**src/rtl/mem_pkg.sv**
```systemverilog
// Shared definitions for the MEM-stage load/store engine: size codes,
// FSM state encoding, byte-strobe constants and the alignment rule.
package mem_pkg;

  typedef enum logic [1:0] {
    ST_IDLE,
    ST_BUSY,
    ST_DONE
  } state_t;

  localparam logic [1:0] SZ_BYTE = 2'b00;
  localparam logic [1:0] SZ_HALF = 2'b01;
  localparam logic [1:0] SZ_WORD = 2'b10;

  // size_in bit selecting zero-extension on loads
  localparam int unsigned UNS_BIT = 2;

  localparam logic [3:0] STRB_NONE    = 4'b0000;
  localparam logic [3:0] STRB_BYTE    = 4'b0001;
  localparam logic [3:0] STRB_HALF_LO = 4'b0011;
  localparam logic [3:0] STRB_HALF_HI = 4'b1100;
  localparam logic [3:0] STRB_WORD    = 4'b1111;

  // Size code 2'b11 is handled as a word everywhere.
  function automatic logic is_misaligned(input logic [1:0] size, input logic [1:0] lane);
    case (size)
      SZ_BYTE: return 1'b0;
      SZ_HALF: return lane[0];
      default: return lane != 2'b00;
    endcase
  endfunction

endpackage

```
**src/rtl/mem_lane_align.sv**
```systemverilog
// Combinational byte-lane steering: store replication/strobes and
// load extraction with sign or zero extension.
module mem_lane_align import mem_pkg::*; (
  input  logic [1:0]  st_size,
  input  logic [1:0]  st_lane,
  input  logic [31:0] st_data,
  output logic [31:0] st_wdata,
  output logic [3:0]  st_wstrb,
  input  logic [1:0]  ld_size,
  input  logic        ld_uns,
  input  logic [1:0]  ld_lane,
  input  logic [31:0] ld_rdata,
  output logic [31:0] ld_value
);

  logic [7:0]  ld_byte;
  logic [15:0] ld_half;

  always_comb begin
    st_wdata = st_data;
    st_wstrb = STRB_WORD;
    case (st_size)
      SZ_BYTE: begin
        st_wdata = {4{st_data[7:0]}};
        st_wstrb = STRB_BYTE << st_lane;
      end
      SZ_HALF: begin
        st_wdata = {2{st_data[15:0]}};
        st_wstrb = st_lane[1] ? STRB_HALF_HI : STRB_HALF_LO;
      end
      default: ;
    endcase
  end

  always_comb begin
    ld_byte  = ld_rdata[{ld_lane, 3'b000} +: 8];
    ld_half  = ld_rdata[{ld_lane[1], 4'b0000} +: 16];
    ld_value = ld_rdata;
    case (ld_size)
      SZ_BYTE: ld_value = ld_uns ? {24'h0, ld_byte} : {{24{ld_byte[7]}}, ld_byte};
      SZ_HALF: ld_value = ld_uns ? {16'h0, ld_half} : {{16{ld_half[15]}}, ld_half};
      default: ;
    endcase
  end

endmodule

```
**src/rtl/mem_access_unit.sv**
```systemverilog
// MEM-stage load/store engine: one req/ack bus transaction per access,
// pipeline stall while outstanding, timeout abort with a bus_err pulse.
module mem_access_unit import mem_pkg::*; #(
  parameter int unsigned TIMEOUT = 16
) (
  input  logic        clk,
  input  logic        rst,
  input  logic        mio_in,
  input  logic        we_in,
  input  logic [31:0] addr_in,
  input  logic [31:0] wdata_in,
  input  logic [2:0]  size_in,
  input  logic        flush,
  output logic        bus_req,
  output logic        bus_we,
  output logic [31:0] bus_addr,
  output logic [31:0] bus_wdata,
  output logic [3:0]  bus_wstrb,
  input  logic        bus_ack,
  input  logic [31:0] bus_rdata,
  output logic [31:0] load_data,
  output logic        stall,
  output logic        exc_misalign,
  output logic        bus_err
);

  state_t      state;
  logic [7:0]  cnt;
  logic [1:0]  ld_size;
  logic        ld_uns;
  logic [1:0]  ld_lane;
  logic        flush_q;
  logic        misaligned;
  logic        accept;
  logic        kill;
  logic        expired;
  logic [31:0] st_wdata;
  logic [3:0]  st_wstrb;
  logic [31:0] ld_value;

  mem_lane_align u_align (
    .st_size  (size_in[1:0]),
    .st_lane  (addr_in[1:0]),
    .st_data  (wdata_in),
    .st_wdata (st_wdata),
    .st_wstrb (st_wstrb),
    .ld_size  (ld_size),
    .ld_uns   (ld_uns),
    .ld_lane  (ld_lane),
    .ld_rdata (bus_rdata),
    .ld_value (ld_value)
  );

  always_comb begin
    misaligned   = is_misaligned(size_in[1:0], addr_in[1:0]);
    exc_misalign = mio_in && misaligned;
    accept       = (state == ST_IDLE) && mio_in && !misaligned && !flush;
    // Accept cycle stalls combinationally so the EX/MEM latch holds at once.
    stall        = accept || (state == ST_BUSY);
    kill         = flush || flush_q;
    expired      = (cnt == 8'(TIMEOUT - 1));
  end

  always_ff @(posedge clk) begin
    if (rst) begin
      state     <= ST_IDLE;
      cnt       <= '0;
      bus_req   <= 1'b0;
      bus_we    <= 1'b0;
      bus_addr  <= '0;
      bus_wdata <= '0;
      bus_wstrb <= STRB_NONE;
      load_data <= '0;
      bus_err   <= 1'b0;
      ld_size   <= SZ_WORD;
      ld_uns    <= 1'b0;
      ld_lane   <= '0;
      flush_q   <= 1'b0;
    end else begin
      bus_err <= 1'b0;
      case (state)
        ST_IDLE: begin
          flush_q <= 1'b0;
          cnt     <= '0;
          if (accept) begin
            bus_req   <= 1'b1;
            bus_we    <= we_in;
            bus_addr  <= {addr_in[31:2], 2'b00};
            bus_wdata <= we_in ? st_wdata : '0;
            bus_wstrb <= we_in ? st_wstrb : STRB_NONE;
            ld_size   <= size_in[1:0];
            ld_uns    <= size_in[UNS_BIT];
            ld_lane   <= addr_in[1:0];
            state     <= ST_BUSY;
          end
        end
        ST_BUSY: begin
          if (flush) flush_q <= 1'b1;
          // Ack is checked first so a same-cycle ack beats the timeout.
          if (bus_ack) begin
            bus_req <= 1'b0;
            if (!bus_we && !kill) load_data <= ld_value;
            state <= ST_DONE;
          end else if (expired) begin
            bus_req <= 1'b0;
            if (!kill) begin
              bus_err <= 1'b1;
              if (!bus_we) load_data <= '0;
            end
            state <= ST_DONE;
          end else begin
            cnt <= cnt + 8'd1;
          end
        end
        ST_DONE: state <= ST_IDLE;
        default: state <= ST_IDLE;
      endcase
    end
  end

endmodule

```
**config.mk**
```make
export PLATFORM = sky130hd
export DESIGN_NAME = mem_access_unit
export DESIGN_NICKNAME = d
export VERILOG_FILES = /design/src/rtl/mem_pkg.sv /design/src/rtl/mem_lane_align.sv /design/src/rtl/mem_access_unit.sv
export SDC_FILE = /design/constraint.sdc
export NUM_CORES = 1
export LEC_CHECK = 0
export BUFFER_PORTS_ARGS = -buffer_cell sky130_fd_sc_hd__buf_2
export CORE_AREA = 2 2 108 162
export DETAILED_ROUTE_END_ITERATION = 12
export DIE_AREA = 0 0 110 164
export PLACE_DENSITY_LB_ADDON = 0.08
export SLEW_MARGIN = 20
export SYNTH_ARGS = -nofsm -noshare
export SYNTH_HDL_FRONTEND = slang
export SYNTH_SLANG_ARGS = --single-unit
```
**constraint.sdc**
```tcl
create_clock -name clk -period 2.3 [get_ports clk]
set_input_delay 0.23 -clock clk [delete_from_list [all_inputs] [get_ports clk]]
set_output_delay 0.23 -clock clk [all_outputs]
set_load 0.01 [all_outputs]
```
### Yosys cells after proc, flatten, opt, wreduce, memory -nomap -nowiden

Cells that the tools add are included.

| operators by class | value |
|---|---|
| equality and inequality tests | 12 |
| shift-type cells | 3 |
| add/sub/neg operators | 1 |
| bitwise logic cells | 2 |
| reductions and logical operators | 24 |
| muxes and demuxes | 28 |

Operators by type and width:

| cell | count |
|---|---|
| $mux 32 | 8 |
| $pmux 32 s2 | 2 |
| $shiftx 32x6->16 | 1 |
| $shiftx 32x6->8 | 1 |
| $mux 8 | 2 |
| $pmux 8 s2 | 1 |
| $ne 2x2->1 const B | 5 |
| $add 8x1->8 const B | 1 |
| $eq 8x4->1 const B | 1 |
| $mux 4 | 2 |
| $pmux 4 s2 | 1 |
| $eq 2x1->1 const B | 3 |
| $logic_not 2->1 | 3 |
| $mux 2 | 3 |
| $pmux 1 s2 | 3 |
| $reduce_and 2->1 | 3 |
| $reduce_and 3->1 | 2 |
| $reduce_bool 2->1 | 3 |
| $logic_and 1x1->1 | 5 |
| $mux 1 | 5 |
| $reduce_and 5->1 | 1 |
| $logic_not 1->1 | 4 |
| $ne 2x1->1 const B | 2 |
| $pmux 2 s2 | 1 |
| 5 further kinds | 7 |

| storage, ports and cells | value |
|---|---|
| bits of input ports | 105 |
| output and inout port bits | 105 |
| logic and storage cells | 83 |
| register bits after elaboration | 117 |

### Logic depth before layout (Yosys ltp)

| logic depth | value |
|---|---|
| depth in word-level cells | 7 |
| mapped depth | 7 |
| gate-level depth less buffers | 5 |

### By module

From an unflattened synthesis, not the netlist that was laid out.

| unflattened totals | value |
|---|---|
| cells, all modules | 733 |
| area, all modules | 5597.9 um^2 |

Modules (own cells, without submodules):

| module | seq. area each (um^2) | area each (um^2) | cells an instance | times used |
|---|---|---|---|---|
| mem_access_unit | 2342.2 | 4424.2 | 544 | 1 |
| mem_lane_align | 0.0 | 1173.6 | 189 | 1 |

### Worst setup path after synthesis

OpenSTA, ideal clock, no wires.

| path | value |
|---|---|
| path type | reg-to-reg |
| from | register cnt[0] |
| to | register cnt[7] |
| path buffers | 0 |
| stages on the path, launching flop included | 6 |
| period minus slack after synthesis | 1.676 ns |
| arrival | 1.556 ns |
| library setup time | 0.121 ns |
| path slack | 0.624 ns |
| required time | 2.179 ns |
| cell sequence | dfxtp_1 ha_1 and4_1 and2_1 nor4_1 mux2_2 |

| between the ends | value |
|---|---|
| cells in the longest elaborated chain, start to end | 4 |
| elaborated cells between the ends (all ways) | 7 |
| classes of those cells | 1 x add/sub; 2 x eq/ne; 3 x mux; 1 x reduce/logical |

Ends and longest elaborated chain:

| what | RTL line | text |
|---|---|---|
| from (decl) | mem_access_unit.sv:28 | `logic [7:0] cnt;` |
| from (signal assigned) | mem_access_unit.sv:112 | `cnt <= cnt + 8'd1;` |
| $add 8x1->8 | mem_access_unit.sv:112 |  |
| $mux 8 | mem_access_unit.sv:104 | `end else if (expired) begin` |
| $mux 8 | mem_access_unit.sv:100 | `if (bus_ack) begin` |
| $pmux 8 s2 | mem_access_unit.sv:81 | `case (state)` |

Several ways; a longest one is shown, not always the timed one. The select of a mux whose other input is x is not followed.
A chain may end at the register's enable or synchronous reset.

### Final worst setup path

| path | value |
|---|---|
| from | register state[0] |
| to | output port stall |

| between the ends | value |
|---|---|
| cells in the longest elaborated chain, start to end | 5 |
| elaborated cells between the ends (all ways) | 6 |
| classes of those cells | 1 x eq/ne; 5 x reduce/logical |

Ends and longest elaborated chain:

| what | RTL line | text |
|---|---|---|
| from (decl) | mem_access_unit.sv:27 | `state_t state;` |
| from (signal assigned) | mem_access_unit.sv:66 | `state <= ST_IDLE;` |
| from (signal assigned) | mem_access_unit.sv:94 | `state <= ST_BUSY;` |
| from (signal assigned) | mem_access_unit.sv:103 | `state <= ST_DONE;` |
| $logic_not 2->1 | mem_access_unit.sv:57 | `accept = (state == ST_IDLE) && mio_in && !misaligned && !flush;` |
| $logic_and 1x1->1 (3 in a row) | mem_access_unit.sv:57 |  |
| $logic_or 1x1->1 * | mem_access_unit.sv:59 | `stall = accept \|\| (state == ST_BUSY);` |
| to (decl) | mem_access_unit.sv:22 | `output logic stall,` |

Every way passes the cells marked *; elsewhere a longest branch is shown, timed or not.

==> impl_results.md <==
* CP endpoint kind: output pin
* Die W at 110 um
* Final setup violation count at 0
* Pre-CTS setup slack at between 300 and 400 ps
* Total global-route track usage at 18.7%
* Drt initial violations at 322
* Io pins at 210
* Crit-path max cell delay at 460 ps
* Gpl congestion at 0.819
* Ant diodes at 0
* Lkg Pwr at 0.00298 uW
* CP max-delay cell: dfxtp_1
* Cell-internal power at roughly 4000 uW
* Post-synth top cells: nand2_1 (124), dfxtp_1 (117), a21oi_1 (96)
* Skew final at 11.1 ps
* Yosys warns at 0
* Status: finished, final reports clean
* CTS resizes at 0
* Worst EP required at 2070 ps
* Clock share of power at 50.0%
* Vias in the first global route at 5086
* Clock transition at path regs at 50 ps
* First-pass GRT wire length at 26.0 mm
* Storage element area at ~2300 um2
* CP Class: flop to output pin
* Area of the multi-input gates at 2640 um2
* Crit path cell chain: nor4b_2, nand3_2, buf_4, nand2_1, buf_2
* Tmin final at 2070 ps
* Post-synthesis instance total at 614
* RSZ-0062 raised after global routing: false
* Number of I/O port buffers at 207
* Clock root buffer: clkbuf_16
* Initial Utilization at 31.4%
* DR pass1 iterations at 7
* Area Overhead vs Synth at 34.2%
* NetSw at 1280 uW
* Synth cell types at 52
* Layout cells sized above 1 at 34.3%
* Worst Tran Pin Value at 869 ps
* Final hold viol count at 0
* Synth area leaders: dfxtp_1 (45%), a21oi_1 (9.2%), nand2_1 (8.9%)
* Final Worst Setup Slack at 226 ps
* Residual DRC count at 0
* Vias per cell at 5.16
* Clk_lat worst skew at 410 ps
* Cell with the most instances after synthesis: nand2_1
* Netlist Area Pre-Place at 5220 um2
* H-tree levels at 4
* Crit path max fanout at 19
* VDD IR max at 0.000482 V
* Min-Delay Path Class: primary input to flop
* Reg2Reg Depth at 5
* Overflow after GRT at 0
* Initial antenna violation count at 0
* Max cap viols at 0
* Comb pwr share at 10.0%
* Setup TNS at 0 ps
* Synthesized area per cell at 8.50 um2
* Yosys top cell area share at 44.9%
* Num Clock Sinks at 117
* Asr flop ratio synth at 0%
* Vias at 5295
* Sw frac at 24.3%
* Final Cycle Share at 90.2%
* Die area at 18000 um2
* Number of max-slew violations in the final report at 0
* Number of flops mapped to enable cells by yosys at 0
* Fraction of the yosys area taken by sequential cells at approximately 45%
* Rel. slew slack at 42.1%
* Max Clock Freq at 482 MHz
* DP Wirelength at 12.3 mm
* Nets at approximately 900
* Core Region at 16600 um2
* Drt wl/cell at between 15 and 20 um
* TritonCTS Buffers at 17
* Die Y at around 160 um
* Antenna Nets Post-Route at 0
* Row count at slightly below 60
* Post-synth top flop: dfxtp_1
* Largest net degree at the start of global routing at 78
* CTS Hold Bufs at 0
* Filler cells at 1730
* CTS tree: yes
* Sequential power share at between 40% and 50%
* WHS Path Cells at 3
* Yosys reg bits at 117
* CP arrival at 1840 ps
* Yosys top cell by area: dfxtp_1
* Clock Tree Buf Depth at 2
* Setup bufs post-CTS at 0
* Startpoint Class: flop
* Final WL at 17.1 mm
* PwrDens at roughly 750 nW/um2
==> state kept, by name, indices dropped and copies added, names as in the netlist <==
register and flops:
flush_q 1, ld_lane 2, bus_req 1, bus_err 1, load_data 32, ld_size 2, bus_we 1, ld_uns 1
bus_wdata 32, bus_addr 30, state 2, cnt 8, bus_wstrb 4
==> path summary, 6_finish.rpt <==
check	from	end	slack, ps
worst max-delay path	state[0]	stall	230
worst min-delay path	addr_in[31]	bus_addr[31]	50
worst max register to register	state[0]	load_data[21]	320
worst min register to register	bus_wdata[15]	bus_wdata[15]	450
==> cells in the final DEF, fill, tap and decap left out, types with 17 or more instances in the layout <==
master	netlist	final
a21oi_1	96	96
dfxtp_1	117	117
o21ai_0	29	29
nand3_1	36	35
o2bb2ai_1	25	25
buf_2	17	207
clkbuf_16	0	17
nand2_1	124	124
mux2i_1	23	23
mux2_2	17	17
==> routing by layer <==
layer / up-vias / track usage (%) / wire length, um
li1: 2573 / - / -
met1: 2493 / 20.6 / 6720
met2: 208 / 32.4 / 8680
met3: 21 / 6.63 / 1320
met4: 0 / 7.31 / 370
met5: - / 0 / 0
==> kinds of logic after synthesis <==
logic type,synth area share (%)
fa+ha+maj,0.240
mux,8.51
compound gates,22.9
buf+inv,4.94
other cells,0.0719
flops,44.9
simple gates,18.4
==> critical path, delay by kind of cell (launching register included) <==
kind,cells,cell delay (ps)
buffers and inverters,2,370
AND/OR/NAND/NOR,3,610
flip-flops,1,460
==> final cells by class <==
type	count	area share, %
sequential	117	33.4
timing repair buffer	221	16.5
inverter	5	0.268
clock inverter	13	2.27
multi-input combinational	442	37.6
clock buffer	19	6.18
tap	210	3.75
==> stage by stage <==
step	cells	instance area, um2	util (%)	hold slack (ps)	total power, uW
5_1_grt	1027	7000	42.1	34.9	5490
3_3_place_gp	995	6410	38.6	438	2670
4_1_cts	1027	7000	42.1	33.6	5340
2_1_floorplan	615	5220	-	306	2440
3_5_place_dp	995	6410	38.6	440	2680
6_report	1027	7000	42.1	53.6	5260
==> power groups by stage <==
stage	logic (uW)	registers [uW]	clock network (uW)
after floorplan	279	2160	0
after global placement	525	2150	0
after detailed placement	530	2150	0
after CTS	531	2100	2700
after global routing	580	2110	2800
final	527	2100	2630
Note: power is estimated with default switching activity, not from simulation.
